### src/rtl/banked_sram_sync.sv
// Banked single-port synchronous RAM with registered reads,
// zero-fill sweep after reset, ready/rd_valid strobes and sticky error.
module banked_sram_sync #(
  parameter int DATA_W    = 8,
  parameter int ADDR_W    = 7,
  parameter int BANK_BITS = 3
) (
  input  logic                          clk,
  input  logic                          rst,
  input  logic [ADDR_W-1:0]             adrs,
  input  logic [DATA_W-1:0]             dataIn,
  output logic [DATA_W-1:0]             dataOut,
  input  logic                          _ce,
  input  logic                          _we,
  input  logic                          _oe,
  output logic                          ready,
  output logic                          rd_valid,
  output logic [(1<<BANK_BITS)-1:0]     _bce,
  output logic                          acc_err
);

  localparam int DEPTH = 1 << ADDR_W;
  localparam int NBANK = 1 << BANK_BITS;

  typedef enum logic {INIT, RUN} state_t;

  state_t              state_q;
  logic [ADDR_W-1:0]   cnt_q;
  logic [DATA_W-1:0]   dout_q;
  logic                rdv_q;
  logic [NBANK-1:0]    bce_q;
  logic                err_q;

  logic [DATA_W-1:0]   mem [DEPTH];

  logic                wr;
  logic                rd;
  logic [BANK_BITS-1:0] bank;
  logic [NBANK-1:0]    bce_d;
  logic                mem_we;
  logic [ADDR_W-1:0]   mem_a;
  logic [DATA_W-1:0]   mem_wd;

  // Write wins when _we and _oe are both asserted.
  assign wr    = ~_ce & ~_we;
  assign rd    = ~_ce &  _we & ~_oe;
  assign bank  = adrs[ADDR_W-1 -: BANK_BITS];
  assign bce_d = ~(NBANK'(1) << bank);

  always_comb begin
    mem_we = 1'b0;
    mem_a  = adrs;
    mem_wd = dataIn;
    if (state_q == INIT) begin
      mem_we = 1'b1;
      mem_a  = cnt_q;
      mem_wd = '0;
    end else if (wr) begin
      mem_we = 1'b1;
    end
  end

  always_ff @(posedge clk) begin
    if (mem_we) mem[mem_a] <= mem_wd;
  end

  always_ff @(posedge clk or posedge rst) begin
    if (rst) begin
      state_q <= INIT;
      cnt_q   <= '0;
      dout_q  <= '0;
      rdv_q   <= 1'b0;
      bce_q   <= '1;
      err_q   <= 1'b0;
    end else begin
      rdv_q <= 1'b0;
      bce_q <= '1;
      unique case (state_q)
        INIT: begin
          cnt_q <= cnt_q + ADDR_W'(1);
          if (cnt_q == '1) state_q <= RUN;
          if (wr | rd) err_q <= 1'b1;
        end
        RUN: begin
          if (wr | rd) bce_q <= bce_d;
          if (rd) begin
            dout_q <= mem[adrs];
            rdv_q  <= 1'b1;
          end
        end
      endcase
    end
  end

  assign ready    = (state_q == RUN);
  assign dataOut  = dout_q;
  assign rd_valid = rdv_q;
  assign _bce     = bce_q;
  assign acc_err  = err_q;

endmodule

### config.mk
export PLATFORM = sky130hd
export DESIGN_NAME = banked_sram_sync
export DESIGN_NICKNAME = d
export VERILOG_FILES = /design/src/rtl/banked_sram_sync.sv
export SDC_FILE = /design/constraint.sdc
export NUM_CORES = 1
export LEC_CHECK = 0
export CORE_MARGIN = 3
export CORE_UTILIZATION = 67
export DETAILED_ROUTE_END_ITERATION = 8
export GPL_ROUTABILITY_DRIVEN = 0
export PLACE_DENSITY = 0.81
export SETUP_SLACK_MARGIN = 0.1
export SLEW_MARGIN = 20
export SYNTH_ARGS = -nofsm -noshare
export SYNTH_HDL_FRONTEND = slang
export SYNTH_SLANG_ARGS = --single-unit
### constraint.sdc
create_clock -name clk -period 7.5 [get_ports clk]
set_clock_uncertainty 0.2 [all_clocks]
set_input_delay 1.875 -clock clk [delete_from_list [all_inputs] [get_ports clk]]
set_output_delay 1.875 -clock clk [all_outputs]
set_load 0.02 [all_outputs]
==> results of run 1 <==
## state kept, by name, indices dropped and copies added, names as in the netlist
| register | count |
|---|---|
| acc_err | 1 |
| ready | 1 |
| rd_valid | 1 |
| cnt_q | 7 |
| dataOut | 8 |
| _bce | 8 |
| mem | 1024 |
## worst paths after layout
| kind | to | slack [ps] | depth (start not counted) |
|---|---|---|---|
| max | dataOut[2] | 2310 | 8 |
| min | acc_err | 280 | 1 |
| max reg2reg | dataOut[2] | 3670 | 8 |
| min reg2reg | acc_err | 280 | 1 |
| max in group asynchronous | _bce[3] | 5240 | 3 |
| min in group asynchronous | dataOut[1] | 1460 | 3 |
## power by group through the flow
| stage | sequential, W | combinational [W] | clock, W |
|---|---|---|---|
| 3_3_place_gp | 0.00646 | 0.000267 | 0 |
| 3_5_place_dp | 0.00646 | 0.000271 | 0 |
| 4_1_cts | 0.00634 | 0.000272 | 0.00501 |
| 5_1_grt | 0.00633 | 0.000286 | 0.00524 |
| 6_report | 0.00634 | 0.000277 | 0.00499 |
| 2_1_floorplan | 0.00646 | 0.000193 | 0 |
## worst max-delay path, delay by kind of cell
kind | cells | cell delay, ps
compound gates | 3 | 1480
simple gates | 3 | 1380
buf+inv | 2 | 660
## cells in the final DEF, fill, tap and decap left out, types with 3 or more instances in the layout
cell,synthesis,final
bufinv_16,0,9
nand2_1,71,69
dfrtp_1,18,18
mux4_2,169,169
nor2_1,155,154
a311oi_1,3,3
clkinv_2,0,17
nand4_1,5,5
a22o_1,10,10
clkbuf_8,0,9
clkinvlp_4,0,5
a221oi_1,8,8
nor3_1,6,6
nor2b_1,12,10
xnor2_1,6,6
buf_4,21,40
mux2_2,9,9
a22oi_1,89,89
a211oi_1,7,7
o2111ai_1,4,4
mux2i_1,207,207
and3_1,7,7
clkbuf_1,43,18
and2_4,0,8
nand3_1,45,45
edfxtp_1,1024,1024
o32ai_1,8,7
nand2b_1,12,12
clkbuf_16,0,101
o22ai_1,14,14
a31oi_1,9,9
o21ai_0,11,10
inv_1,5,5
nand3b_1,3,3
a21oi_1,31,31
clkinv_8,0,3
clkinv_1,0,19
clkdlybuf4s50_1,0,35
dfstp_2,8,8
## cells by family after synthesis
family                     count (synthesis)  share of synthesized area
buffers and inverters                    122                    0.01716
xor gates and xnor gates                   6                   0.001278
and+or+nand+nor                          334                    0.03575
muxes                                    385                     0.1454
adders and majority gates                  1                  0.0003042
DFF                                     1050                     0.7638
AOI/OAI and AO/OA                        209                    0.03636
## metal layers
layer / up-vias / track usage / routed length (um)
met5: - / 0 / 34
met4: 6 / 0.1437 / 4893
met3: 327 / 0.09190 / 14200
met1: 11011 / 0.4497 / 34600
li1: 8725 / - / -
met2: 1709 / 0.4861 / 46980
## layout make-up
cell class,instances,area (um^2)
tap,782,978.4
multi-input combinational,935,9086
antenna,1,2.502
sequential,1050,31410
inverter,5,18.77
fill,3155,15120
timing repair buffer,79,716.9
clock inverter,55,530.5
clock buffer,128,2719
## metrics by stage
| step | setup WS [ps] | instances | utilization | instance area (um^2) | hold WS (ps) |
|---|---|---|---|---|---|
| 2_1_floorplan | 3082 | 2107 | - | 41130 | 259.6 |
| 3_3_place_gp | 1808 | 2851 | 0.6967 | 42210 | 243.1 |
| 3_5_place_dp | 1835 | 2851 | 0.6967 | 42210 | 257.5 |
| 4_1_cts | 2541 | 3034 | 0.7504 | 45460 | 269.5 |
| 5_1_grt | 2291 | 3034 | 0.7504 | 45460 | 283.5 |
| 6_report | 2310 | 3035 | 0.7504 | 45460 | 281.6 |
==> flow_summary.ini, run 1 <==
[hold_path]
hp-start = acc_err
hp-class = flip-flop to flip-flop

[drt]
via_per_inst = 7.176
vias = 21778
wire_per_inst_um = 33.18
drt-pass1-iter-count = 7
drt_wl_total_mm = 100.7
drtIter0Drc = 3224
ant_nets = 0
drc = 0

[synth]
synth_top_area_share = 0.7477
yosys_warnings = 0
ys_seq_area_frac = 0.7638
syn_area_mm2 = 0.04113
synth_edf_count = 1024
synth_cell_type_count = 53
synth_nets = 2128
avgSynthCellArea_um2 = 19.52
syn_inst = 2107
ys_ff_latch = 1050
synth_flop_cell = edfxtp_1
async_reset_ff_frac = 0.02476
yosysMostFrequentCell = edfxtp_1
netlist_top_cells_area = edfxtp_1, mux4_2, mux2i_1
synthTopCellsByCount = edfxtp_1, mux2i_1, mux4_2
yosysTopAreaCell = edfxtp_1

[setup_path]
path_cells = buf_6, buf_4, nor2b_4, a22oi_1, a31oi_1, nand4_1, a221oi_1, nor2_1
crit_arrival_ps = 5490
worstSetupEndpointType = flip-flop
crit_path_start = adrs[2]
r2r_start = ready
critPathLaunchType = input pin
crit_type = input pin to flip-flop
slowest_delay_ps = 970
critPathSlowestCell = nor2b_4
crit_path_max_fanout = 56
cp.required_ps = 7800

[cts]
cts_sinks = 1050
worstSkewPairLatency_ps = 660
clockBufferDepth = 3
h-tree-depth = 3
hold_buffers = 0
cts-buffers-inserted = 98
cts_tree = built
postCtsSetupBuffers = 0
clkTransAtPathRegs_ps = 60
root_buffer = clkbuf_16
cts_resized = 0

[power]
power.share.clock = 0.430
power.switching_w = 0.002308
combPwrFrac = 0.024
p_leak_nw = 12.20
pwr-share-seq = 0.546
p_per_area_mw_per_mm2 = 255.3
power.total_w = 0.01161
switching_share = 0.1988
ir_drop_mv = 0.2187
p_int_w = 0.009299

[die]
top_level_ports = 39
core_mm2 = 0.06058
die_w_um = 253.8
die-area_mm2 = 0.06439
initial_core_util = 0.6788
die_h_um = 253.8
rows = 90

[layout]
drive_gt1_frac = 0.1767
final_net_count = 2190
area_growth_syn_to_layout_pct = 10.55

[grt]
grt_max_degree = 92
grt_pass1_wl_mm = 147.3
antenna_found_initial = 4
grt-ovfl-total = 0
grt_usage = 0.3219
grt_pass1_vias = 21949

[timing]
setup-tns-final_ps = 0
grt_setup_unrepaired = false
hold_viol = 0
layout_min_cycle_time_ps = 5191
report.final.slew_viol_count = 0
worst_pin_slew_ps = 1226
min_period_over_period = 0.6921
fmax_mhz = 192.7
slew_headroom = 0.1738
setup_viol = 0

[run]
cap_violations = 0

[placed_design]
dp.final_hpwl_mm = 59.05
io_buffers = 38

[status]
status = completed
(Power assumes the default switching activity.)
==> run 2, diff against run 1 <==
--- a/config.mk
+++ b/config.mk
@@ -6,10 +6,10 @@
 export NUM_CORES = 1
 export LEC_CHECK = 0
 export CORE_MARGIN = 3
-export CORE_UTILIZATION = 67
+export CORE_UTILIZATION = 62
 export DETAILED_ROUTE_END_ITERATION = 8
 export GPL_ROUTABILITY_DRIVEN = 0
-export PLACE_DENSITY = 0.81
+export PLACE_DENSITY = 0.76
 export SETUP_SLACK_MARGIN = 0.1
 export SLEW_MARGIN = 20
 export SYNTH_ARGS = -nofsm -noshare
==> constraint.sdc (replaced) <==
create_clock -name clk -period 5.2 [get_ports clk]
set_clock_uncertainty 0.2 [all_clocks]
set_input_delay 1.3 -clock clk [delete_from_list [all_inputs] [get_ports clk]]
set_output_delay 1.3 -clock clk [all_outputs]
set_load 0.02 [all_outputs]
==> run 2 against run 1 <==
Count of clock-buffer cells in the layout is 1 lower; combinational power is 55% higher; flip-flop and latch count unchanged; critical endpoint is now dataOut[6]; wire length increased by 1.2%.
==> flow_summary.ini, run 2 (same netlist as run 1, synthesis figures left out) <==
[setup_path]
cp.required_ps = 5490
slowest_delay_ps = 830
worstSetupEndpointType = flip-flop
reg2reg_depth = 8
crit_type = input pin to flip-flop
crit_path_max_fanout = 17
path_cells = clkdlybuf4s50_1, and2_1, a221oi_1, o22ai_1, o32ai_1, nor2_1
critPathSlowestCell = o32ai_1
critPathLaunchType = input pin
crit_arrival_ps = 4740

[die]
core_mm2 = 0.06505
top_level_ports = 39
die_h_um = 263.6
initial_core_util = 0.6323
die_w_um = 263.6
die-area_mm2 = 0.06946
rows = 93

[layout]
top_register = mem
final_common_cell = edfxtp_1
layout_common_cells = edfxtp_1, mux2i_1, mux4_2
largest_reg_flops = 1024
drive_gt1_frac = 0.2088
num_antenna_cells = 0
design_area_mm2 = 0.04628
final_net_count = 2295
area_growth_syn_to_layout_pct = 12.54

[run]
cap_violations = 0

[drt]
via_per_inst = 6.820
met3_length_mm = 12.81
wire_per_inst_um = 31.80
met2_length_mm = 47.33
drt_wl_total_mm = 101.9
drc = 0
vias = 21865
ant_nets = 0
dr.max_layer_used = met5
drt-met1-wl_mm = 37.38
drt-pass1-iter-count = 6
drtIter0Drc = 3589

[grt]
grt_max_degree = 121
grt-ovfl-total = 0
antenna_found_initial = 3
grt_pass1_vias = 22010
grt_pass1_wl_mm = 150.8
grt_usage = 0.2988

[cts]
cts_resized = 0
cts_tree = built
worstSkewPairLatency_ps = 670
postCtsSetupBuffers = 0
clkTransAtPathRegs_ps = 60
root_buffer = clkbuf_16
hold_buffers = 0
clockBufferDepth = 3
cts-buffers-inserted = 99
cts_sinks = 1050
h-tree-depth = 3

[timing]
worst_pin_slew_ps = 1207
min_period_over_period = 0.8561
setup_viol = 0
layout_min_cycle_time_ps = 4452
slew_headroom = 0.1937
grt_setup_unrepaired = false
setup-tns-final_ps = 0
report.final.slew_viol_count = 0
hold_viol = 0
fmax_mhz = 224.6

[placed_design]
postPlaceCellArea_mm2 = 0.04323
dp.final_hpwl_mm = 62.40
io_buffers = 38

[status]
status = completed

[power]
p_leak_nw = 12.71
p_per_area_mw_per_mm2 = 354.5
power.total_w = 0.01641
ir_drop_mv = 0.2793

[hold_path]
hold_depth = 1
hp-class = flip-flop to flip-flop
[run 2: path summary, 6_finish.rpt]
kind                          from          to  slack (ps)
setup / recovery           adrs[3]  dataOut[6]         750
hold / removal             acc_err     acc_err         280
setup reg to reg             ready  dataOut[6]        1540
hold reg to reg            acc_err     acc_err         280
max in group asynchronous      rst     _bce[1]        3470
min in group asynchronous      rst  dataOut[3]         940
[run 2: worst max-delay path: cells and delay by family]
kind	cells	cell delay, ps
simple gates	2	860
buf+inv	1	820
compound gates	3	1740
[run 2: power by group]
group	leakage (nW)	total (W)	internal [W]	switching, W
clock network	1.50	0.00684	0.00381	0.00302
registers	7.41	0.00914	0.00914	0.000000000000181
logic	3.80	0.000429	0.000157	0.000271
total	12.7	0.0164	0.0131	0.00330
[run 2: final cells by class]
type | instances | area (um^2)
well taps | 855 | 1070
fillers | 3731 | 18760
clock inverters | 51 | 389.1
clock buffers | 127 | 2665
repair buffers | 183 | 1660
inverters | 5 | 18.77
flip-flops and latches | 1050 | 31410
multi-input cells | 935 | 9069
[run 2: metrics by stage]
step / util / setup slack (ps) / hold slack (ps) / instances
finish: 0.7115 / 748.4 / 277.8 / 3206
global route: 0.7115 / 854.1 / 287.8 / 3206
CTS: 0.7115 / 1000 / 272.3 / 3206
detailed placement: 0.6646 / 355.6 / 251.4 / 3028
global placement: 0.6643 / 465.8 / 247.1 / 3027
floorplan: - / 1357 / 259.6 / 2107
[run 2: per-layer routing]
metal	GRT usage	up-vias
met2	0.4484	1495
met1	0.4309	11186
li1	-	8911
met4	0.1183	8
met3	0.07430	265
met5	0	-
